[src/rtl/datapath_pkg.sv]
// rtl/datapath_pkg.sv - shared states, opcode classes and select codes for datapath_sequencer
package datapath_pkg;

    typedef enum logic [2:0] {
        S_IDLE,
        S_RD_A,
        S_RD_B,
        S_EXEC,
        S_WB,
        S_HALT
    } state_t;

    typedef enum logic [1:0] {
        CLS_ALU,
        CLS_SHIFT,
        CLS_LDK,
        CLS_HALT
    } op_class_t;

    localparam logic [3:0] OP_SHL  = 4'hC;
    localparam logic [3:0] OP_SHR  = 4'hD;
    localparam logic [3:0] OP_LDK  = 4'hE;
    localparam logic [3:0] OP_HALT = 4'hF;

    localparam logic [2:0] MUX_SEL_K0  = 3'd4;
    localparam logic [2:0] MUX_SEL_K1  = 3'd5;
    localparam logic [2:0] MUX_SEL_RES = 3'd6;

    localparam logic [1:0] SHIFT_PASS  = 2'd0;
    localparam logic [1:0] SHIFT_LEFT  = 2'd1;
    localparam logic [1:0] SHIFT_RIGHT = 2'd2;

    function automatic logic [1:0] shift_code(input logic [3:0] opcode);
        return (opcode == OP_SHR) ? SHIFT_RIGHT : SHIFT_LEFT;
    endfunction

endpackage

[src/rtl/sequencer_opdecode.sv]
// rtl/sequencer_opdecode.sv - opcode to instruction class and first state after IDLE
module sequencer_opdecode
    import datapath_pkg::*;
(
    input  logic [3:0] opcode,
    output op_class_t  op_class,
    output state_t     idle_next
);

    always_comb begin
        op_class  = CLS_ALU;
        idle_next = S_RD_A;
        case (opcode)
            OP_SHL, OP_SHR: begin
                op_class  = CLS_SHIFT;
                idle_next = S_RD_A;
            end
            OP_LDK: begin
                op_class  = CLS_LDK;
                idle_next = S_WB;
            end
            OP_HALT: begin
                op_class  = CLS_HALT;
                idle_next = S_HALT;
            end
            default: ;
        endcase
    end

endmodule

[src/rtl/datapath_sequencer.sv]
// rtl/datapath_sequencer.sv - multi-cycle datapath control sequencer; optional DATAPATH_SEQUENCER_RETIRE_COUNT_EN adds retire_count
module datapath_sequencer
    import datapath_pkg::*;
#(
    parameter int DATAWIDTH_BUS                  = 8,
    parameter int DATAWIDTH_MUX_SELECTION        = 3,
    parameter int DATAWIDTH_ALU_SELECTION        = 4,
    parameter int DATAWIDTH_REGSHIFTER_SELECTION = 2,
    parameter int DATAWIDTH_DECODER_SELECTION    = 3
)(
    input  logic                                      datapath_sequencer_CLOCK_50,
    input  logic                                      datapath_sequencer_Reset_InHigh,
    input  logic [DATAWIDTH_BUS-1:0]                  instr,
    input  logic                                      instr_valid,
    output logic                                      instr_ready,
    output logic [DATAWIDTH_MUX_SELECTION-1:0]        mux_sel,
    output logic                                      latch_a,
    output logic                                      latch_b,
    output logic [DATAWIDTH_ALU_SELECTION-1:0]        alu_sel,
    output logic [DATAWIDTH_REGSHIFTER_SELECTION-1:0] shifter_sel,
    output logic [DATAWIDTH_DECODER_SELECTION-1:0]    decoder_sel,
    output logic                                      write_en,
    output logic                                      done,
    output logic                                      halted
`ifdef DATAPATH_SEQUENCER_RETIRE_COUNT_EN
    ,
    output logic [15:0]                               retire_count
`endif
);

    state_t                   state;
    logic [DATAWIDTH_BUS-1:0] ir;
    logic [3:0]               ir_op;
    logic [1:0]               ir_dst;
    logic [1:0]               ir_src;
    logic [1:0]               in_dst;
    logic [1:0]               in_src;
    logic [3:0]               dec_opcode;
    op_class_t                op_class;
    state_t                   idle_next;

    assign ir_op  = ir[7:4];
    assign ir_dst = ir[3:2];
    assign ir_src = ir[1:0];
    assign in_dst = instr[3:2];
    assign in_src = instr[1:0];

    // In IDLE the decoder looks at the offered instruction so the first state's outputs can be registered on the transfer edge.
    assign dec_opcode = (state == S_IDLE) ? instr[7:4] : ir_op;

    sequencer_opdecode u_opdecode (
        .opcode    (dec_opcode),
        .op_class  (op_class),
        .idle_next (idle_next)
    );

    assign instr_ready = (state == S_IDLE) && !datapath_sequencer_Reset_InHigh;

    always_ff @(posedge datapath_sequencer_CLOCK_50) begin
        if (datapath_sequencer_Reset_InHigh) begin
            state       <= S_IDLE;
            ir          <= '0;
            mux_sel     <= '0;
            latch_a     <= 1'b0;
            latch_b     <= 1'b0;
            alu_sel     <= '0;
            shifter_sel <= '0;
            decoder_sel <= '0;
            write_en    <= 1'b0;
            done        <= 1'b0;
            halted      <= 1'b0;
        end else begin
            mux_sel     <= '0;
            latch_a     <= 1'b0;
            latch_b     <= 1'b0;
            alu_sel     <= '0;
            shifter_sel <= '0;
            decoder_sel <= '0;
            write_en    <= 1'b0;
            done        <= 1'b0;
            halted      <= 1'b0;
            case (state)
                S_IDLE: begin
                    if (instr_valid) begin
                        ir    <= instr;
                        state <= idle_next;
                        case (op_class)
                            CLS_LDK: begin
                                mux_sel     <= in_src[0] ? MUX_SEL_K1 : MUX_SEL_K0;
                                decoder_sel <= DATAWIDTH_DECODER_SELECTION'(in_dst);
                                write_en    <= 1'b1;
                                done        <= 1'b1;
                            end
                            CLS_HALT: begin
                                halted <= 1'b1;
                                done   <= 1'b1;
                            end
                            default: begin
                                mux_sel <= DATAWIDTH_MUX_SELECTION'(in_dst);
                                latch_a <= 1'b1;
                            end
                        endcase
                    end
                end
                S_RD_A: begin
                    if (op_class == CLS_ALU) begin
                        state   <= S_RD_B;
                        mux_sel <= DATAWIDTH_MUX_SELECTION'(ir_src);
                        latch_b <= 1'b1;
                    end else begin
                        state       <= S_EXEC;
                        shifter_sel <= shift_code(ir_op);
                    end
                end
                S_RD_B: begin
                    state       <= S_EXEC;
                    alu_sel     <= DATAWIDTH_ALU_SELECTION'(ir_op);
                    shifter_sel <= SHIFT_PASS;
                end
                S_EXEC: begin
                    state       <= S_WB;
                    mux_sel     <= MUX_SEL_RES;
                    alu_sel     <= alu_sel;
                    shifter_sel <= shifter_sel;
                    decoder_sel <= DATAWIDTH_DECODER_SELECTION'(ir_dst);
                    write_en    <= 1'b1;
                    done        <= 1'b1;
                end
                S_WB: begin
                    state <= S_IDLE;
                end
                S_HALT: begin
                    halted <= 1'b1;
                end
                default: begin
                    state <= S_IDLE;
                end
            endcase
        end
    end

`ifdef DATAPATH_SEQUENCER_RETIRE_COUNT_EN
    always_ff @(posedge datapath_sequencer_CLOCK_50) begin
        if (datapath_sequencer_Reset_InHigh) begin
            retire_count <= '0;
        end else if (done) begin
            retire_count <= retire_count + 16'd1;
        end
    end
`endif

endmodule
[config.mk]
export PLATFORM = sky130hd
export DESIGN_NAME = datapath_sequencer
export DESIGN_NICKNAME = d
export VERILOG_FILES = /design/src/rtl/datapath_pkg.sv /design/src/rtl/sequencer_opdecode.sv /design/src/rtl/datapath_sequencer.sv
export SDC_FILE = /design/constraint.sdc
export NUM_CORES = 1
export LEC_CHECK = 0
export ABC_AREA = 1
export CAP_MARGIN = 5
export CORE_ASPECT_RATIO = 1.2
export CORE_MARGIN = 5
export CORE_UTILIZATION = 48
export DETAILED_ROUTE_END_ITERATION = 6
export PLACE_DENSITY = 0.78
export SETUP_SLACK_MARGIN = 0.02
export SYNTH_ARGS = -nofsm -noshare
export SYNTH_HDL_FRONTEND = slang
export SYNTH_HIERARCHICAL = 1
export SYNTH_SLANG_ARGS = --single-unit
export TNS_END_PERCENT = 20
[constraint.sdc]
create_clock -name datapath_sequencer_CLOCK_50 -period 2.03 [get_ports datapath_sequencer_CLOCK_50]
set_input_delay 0.609 -clock datapath_sequencer_CLOCK_50 [delete_from_list [all_inputs] [get_ports datapath_sequencer_CLOCK_50]]
set_output_delay 0.609 -clock datapath_sequencer_CLOCK_50 [all_outputs]
set_load 0.005 [all_outputs]
==> results by group, run 1 <==
Status
  – Status: finished, final reports clean

Power and ir drop
  – Clock power frac: between 10% and 20%
  – Share of total power in combinational logic: a little over a third
  – Max VDD drop: between 500 and 600 uV
  – Cell Int Power: 0.867 mW
  – Seq pwr share: 46.5%
  – Lkg Pwr: slightly above 0.6 nW
  – Net Sw Power: ~0.49 mW
  – Pwr dens: a little under 900 mW/mm^2
  – Sw Ratio: 36.1%

Route
  – Initial DRC Count: 29
  – DR vias: ~1100
  – Vias/cell: between 5 and 6
  – Post-route ant nets: 0
  – Final wirelength: about 2600 microns
  – Drt pass-1 iters: 4
  – Wire length per cell: around 12 microns
  – Residual DRC: 0

STA
  – Fin crit share: 91.4%
  – Final Setup Violations: 0
  – RSZ-0062 raised after global routing: false
  – Final Max Tran Viols: 0
  – Clk_skew: about 0.0023 ns
  – Fin. Hold Viols: 0
  – Fin crit period: about 1.9 ns
  – Hold WS: around 0.48 ns
  – Fmax achieved: 539 MHz

CTS
  – Post-CTS Hold Buffers: 0
  – Clock transition at path regs: 0.14 ns
  – CTS tree: yes
  – Post-CTS Resized: 2
  – Postcts setup bufs: 0
  – Sink Count: 27
  – CTS root buffer: clkbuf_4
  – Worst-skew pair later-pin latency: 0.32 ns
  – Clock Tree Buf Depth: 2
  – Cts bufs inserted: 3
  – H-tree depth: 1

Final layout
  – Antenna Cells: 0
  – Filler Cell Count: roughly 220
  – Share of post-route cells with drive strength above 1: about an eighth
  – Final core occ: between 60% and 70%
  – Layout area overhead: 30.0%
  – Nets: between 200 and 250

Die
  – Ports: 29
  – Die Area: 0.00357 sq mm
  – DIE HEIGHT: about 64 microns
  – Die Wd: roughly 55 microns
  – Std-Cell Core Area: between 0.002 and 0.0025 sq mm
  – Initial Util: ~51%
  – Row count: 19

Setup path
  – Crit path DAT: 1.25 ns
  – CP max FO: 4
  – Critical Path End Type: output pin
  – WP data required: approximately 1.4 ns
  – Startpoint class of the critical path: flip-flop
  – Setup CP Type: flip-flop to output pin

Synth
  – FF+latch count, synth: 27
  – Ranking of synthesized cells by area: dfxtp_1 46%, nand2_1 11%, a21oi_1 11%, inv_1 5.4%, nand3_1 4.2%
  – Synth cell count leaders: 34 x nand2_1, 27 x dfxtp_1, 25 x a21oi_1
  – Share of the synthesized area in the top cell type: 45.6%
  – Synthesized cell area: between 0.001 and 0.0015 sq mm
  – Synthesized Nets: 170
  – Most common flop cell mapped by yosys: dfxtp_1
  – Sequential share of the synthesized area: between 40% and 50%
  – Post-Syn Instances: ~160
  – Area leader, netlist: dfxtp_1
  – Yosys cell types: 21
  – Syn avg cell area: 7.45 sq um
  – EDFF count, synth: 0
  – Synth warnings: 6
  – Cell with the most instances after synthesis: nand2_1
  – Ys async rst share: 0%

Placement
  – IO buf count: 27
  – HPWL after detailed placement: 2080 microns
  – Routability cong.: 0.893

Worst hold path
  – Hold Crit Class: flip-flop to flip-flop

Flow run
  – Maximum Capacitance Violations: 0

Global routing
  – Global-route wire length before repair: about 4600 microns
  – Pin count of the biggest net entering global routing: 22
  – Total track usage: between 15 and 20%
  – Vias in the first global route: between 1000 and 1500
  – GR Overflow Total: 0
  – Initial antenna violation count: 0
==> worst max-delay path: stages (launching register included) <==
cell	delay, ns
dfxtp_2	0.37
nor2_4	0.14
nand2_4	0.09
nor2_1	0.09
dlygate4sd2_1	0.25
==> layout make-up <==
| cell class | count | area (sq um) | area share [%] |
|---|---|---|---|
| Clock inverter | 1 | 7.51 | 0.487 |
| Tap cell | 31 | 38.8 | 2.52 |
| Clock buffer | 3 | 22.5 | 1.46 |
| Inverter | 19 | 71.3 | 4.63 |
| Timing Repair Buffer | 35 | 328 | 21.3 |
| Sequential cell | 27 | 542 | 35.2 |
| Multi-Input combinational cell | 106 | 531 | 34.4 |
==> state kept, by name, indices dropped and copies added (netlist names) <==
name,count
decoder_sel,2
halted,1
shifter_sel,2
latch_b,1
latch_a,1
alu_sel,4
write_en,1
state,3
mux_sel,3
ir,8
done,1
==> cell usage in the layout, fill, tap and decap left out <==
cell	n
nand3_1	10
conb_1	2
nand2_4	1
nor4_1	1
inv_2	2
o21ai_1	2
dlygate4sd2_1	2
nand4_1	3
nand2_2	1
clkdlybuf4s50_1	25
nand3_4	1
nor2_8	1
clkbuf_4	3
a21oi_1	25
buf_4	8
nor3_1	1
nand2_1	34
inv_1	17
dfxtp_2	1
nor2_2	1
o21ai_0	9
nor2_4	2
dfxtp_1	26
nand3_2	1
clkinvlp_4	1
nor2_1	11
==> per-layer routing <==
| layer | share of wire (%) | GRT usage [%] |
|---|---|---|
| met3 | 6.3 | 3.57 |
| met4 | 0.50 | 4.56 |
| met1 | 41 | 17.0 |
| met2 | 52 | 28.7 |
| met5 | 0 | 0 |
==> power by group through the flow <==
stage	clock network [mW]	registers [mW]	logic (mW)
detailed placement	0	0.642	0.497
global route	0.265	0.639	0.555
floorplan	0	0.635	0.322
finish	0.230	0.631	0.495
global placement	0	0.638	0.479
CTS	0.241	0.630	0.494
==> per-stage QoR <==
step	instance area [sq um]	power, mW	cells	TNS [ns]	setup slack, ns
floorplan	1180	0.956	159	0	0.175
global placement	1510	1.12	218	-1.05	-0.258
detailed placement	1510	1.14	218	-1.39	-0.259
CTS	1540	1.37	222	0	0.124
global route	1540	1.46	222	0	0.0362
finish	1540	1.36	222	0	0.175
==> cells by family (layout without fill, tap and decap cells) <==
group                  after synthesis  after routing  share of synthesized area (%)
flip-flops                          27             27                           45.6
buffers and inverters               26             58                           9.82
AO/OA/AOI/OAI                       36             36                           15.2
other                                2              2                          0.634
AND/OR/NAND/NOR                     68             68                           28.7
==> path summary, 6_finish.rpt <==
| kind | from | endpoint | slack [ns] | cells past startpoint |
|---|---|---|---|---|
| max | state[0]$_SDFFE_PP0P_ | instr_ready | 0.18 | 4 |
| min | shifter_sel[0]$_SDFFE_PP0P_ | shifter_sel[0]$_SDFFE_PP0P_ | 0.48 | 2 |
| max reg2reg | state[0]$_SDFFE_PP0P_ | mux_sel[0]$_SDFF_PP0_ | 0.23 | 12 |
| min reg2reg | shifter_sel[0]$_SDFFE_PP0P_ | shifter_sel[0]$_SDFFE_PP0P_ | 0.48 | 2 |
Power figures use the tool's default switching activity.
==> run 2, diff against run 1 <==
--- a/config.mk
+++ b/config.mk
@@ -17,4 +17,4 @@
 export SYNTH_HDL_FRONTEND = slang
 export SYNTH_HIERARCHICAL = 1
 export SYNTH_SLANG_ARGS = --single-unit
-export TNS_END_PERCENT = 20
+export TNS_END_PERCENT = 50
==> results of run 2 <==
The final DEF is identical to that of run 1; final timing and power are the same.
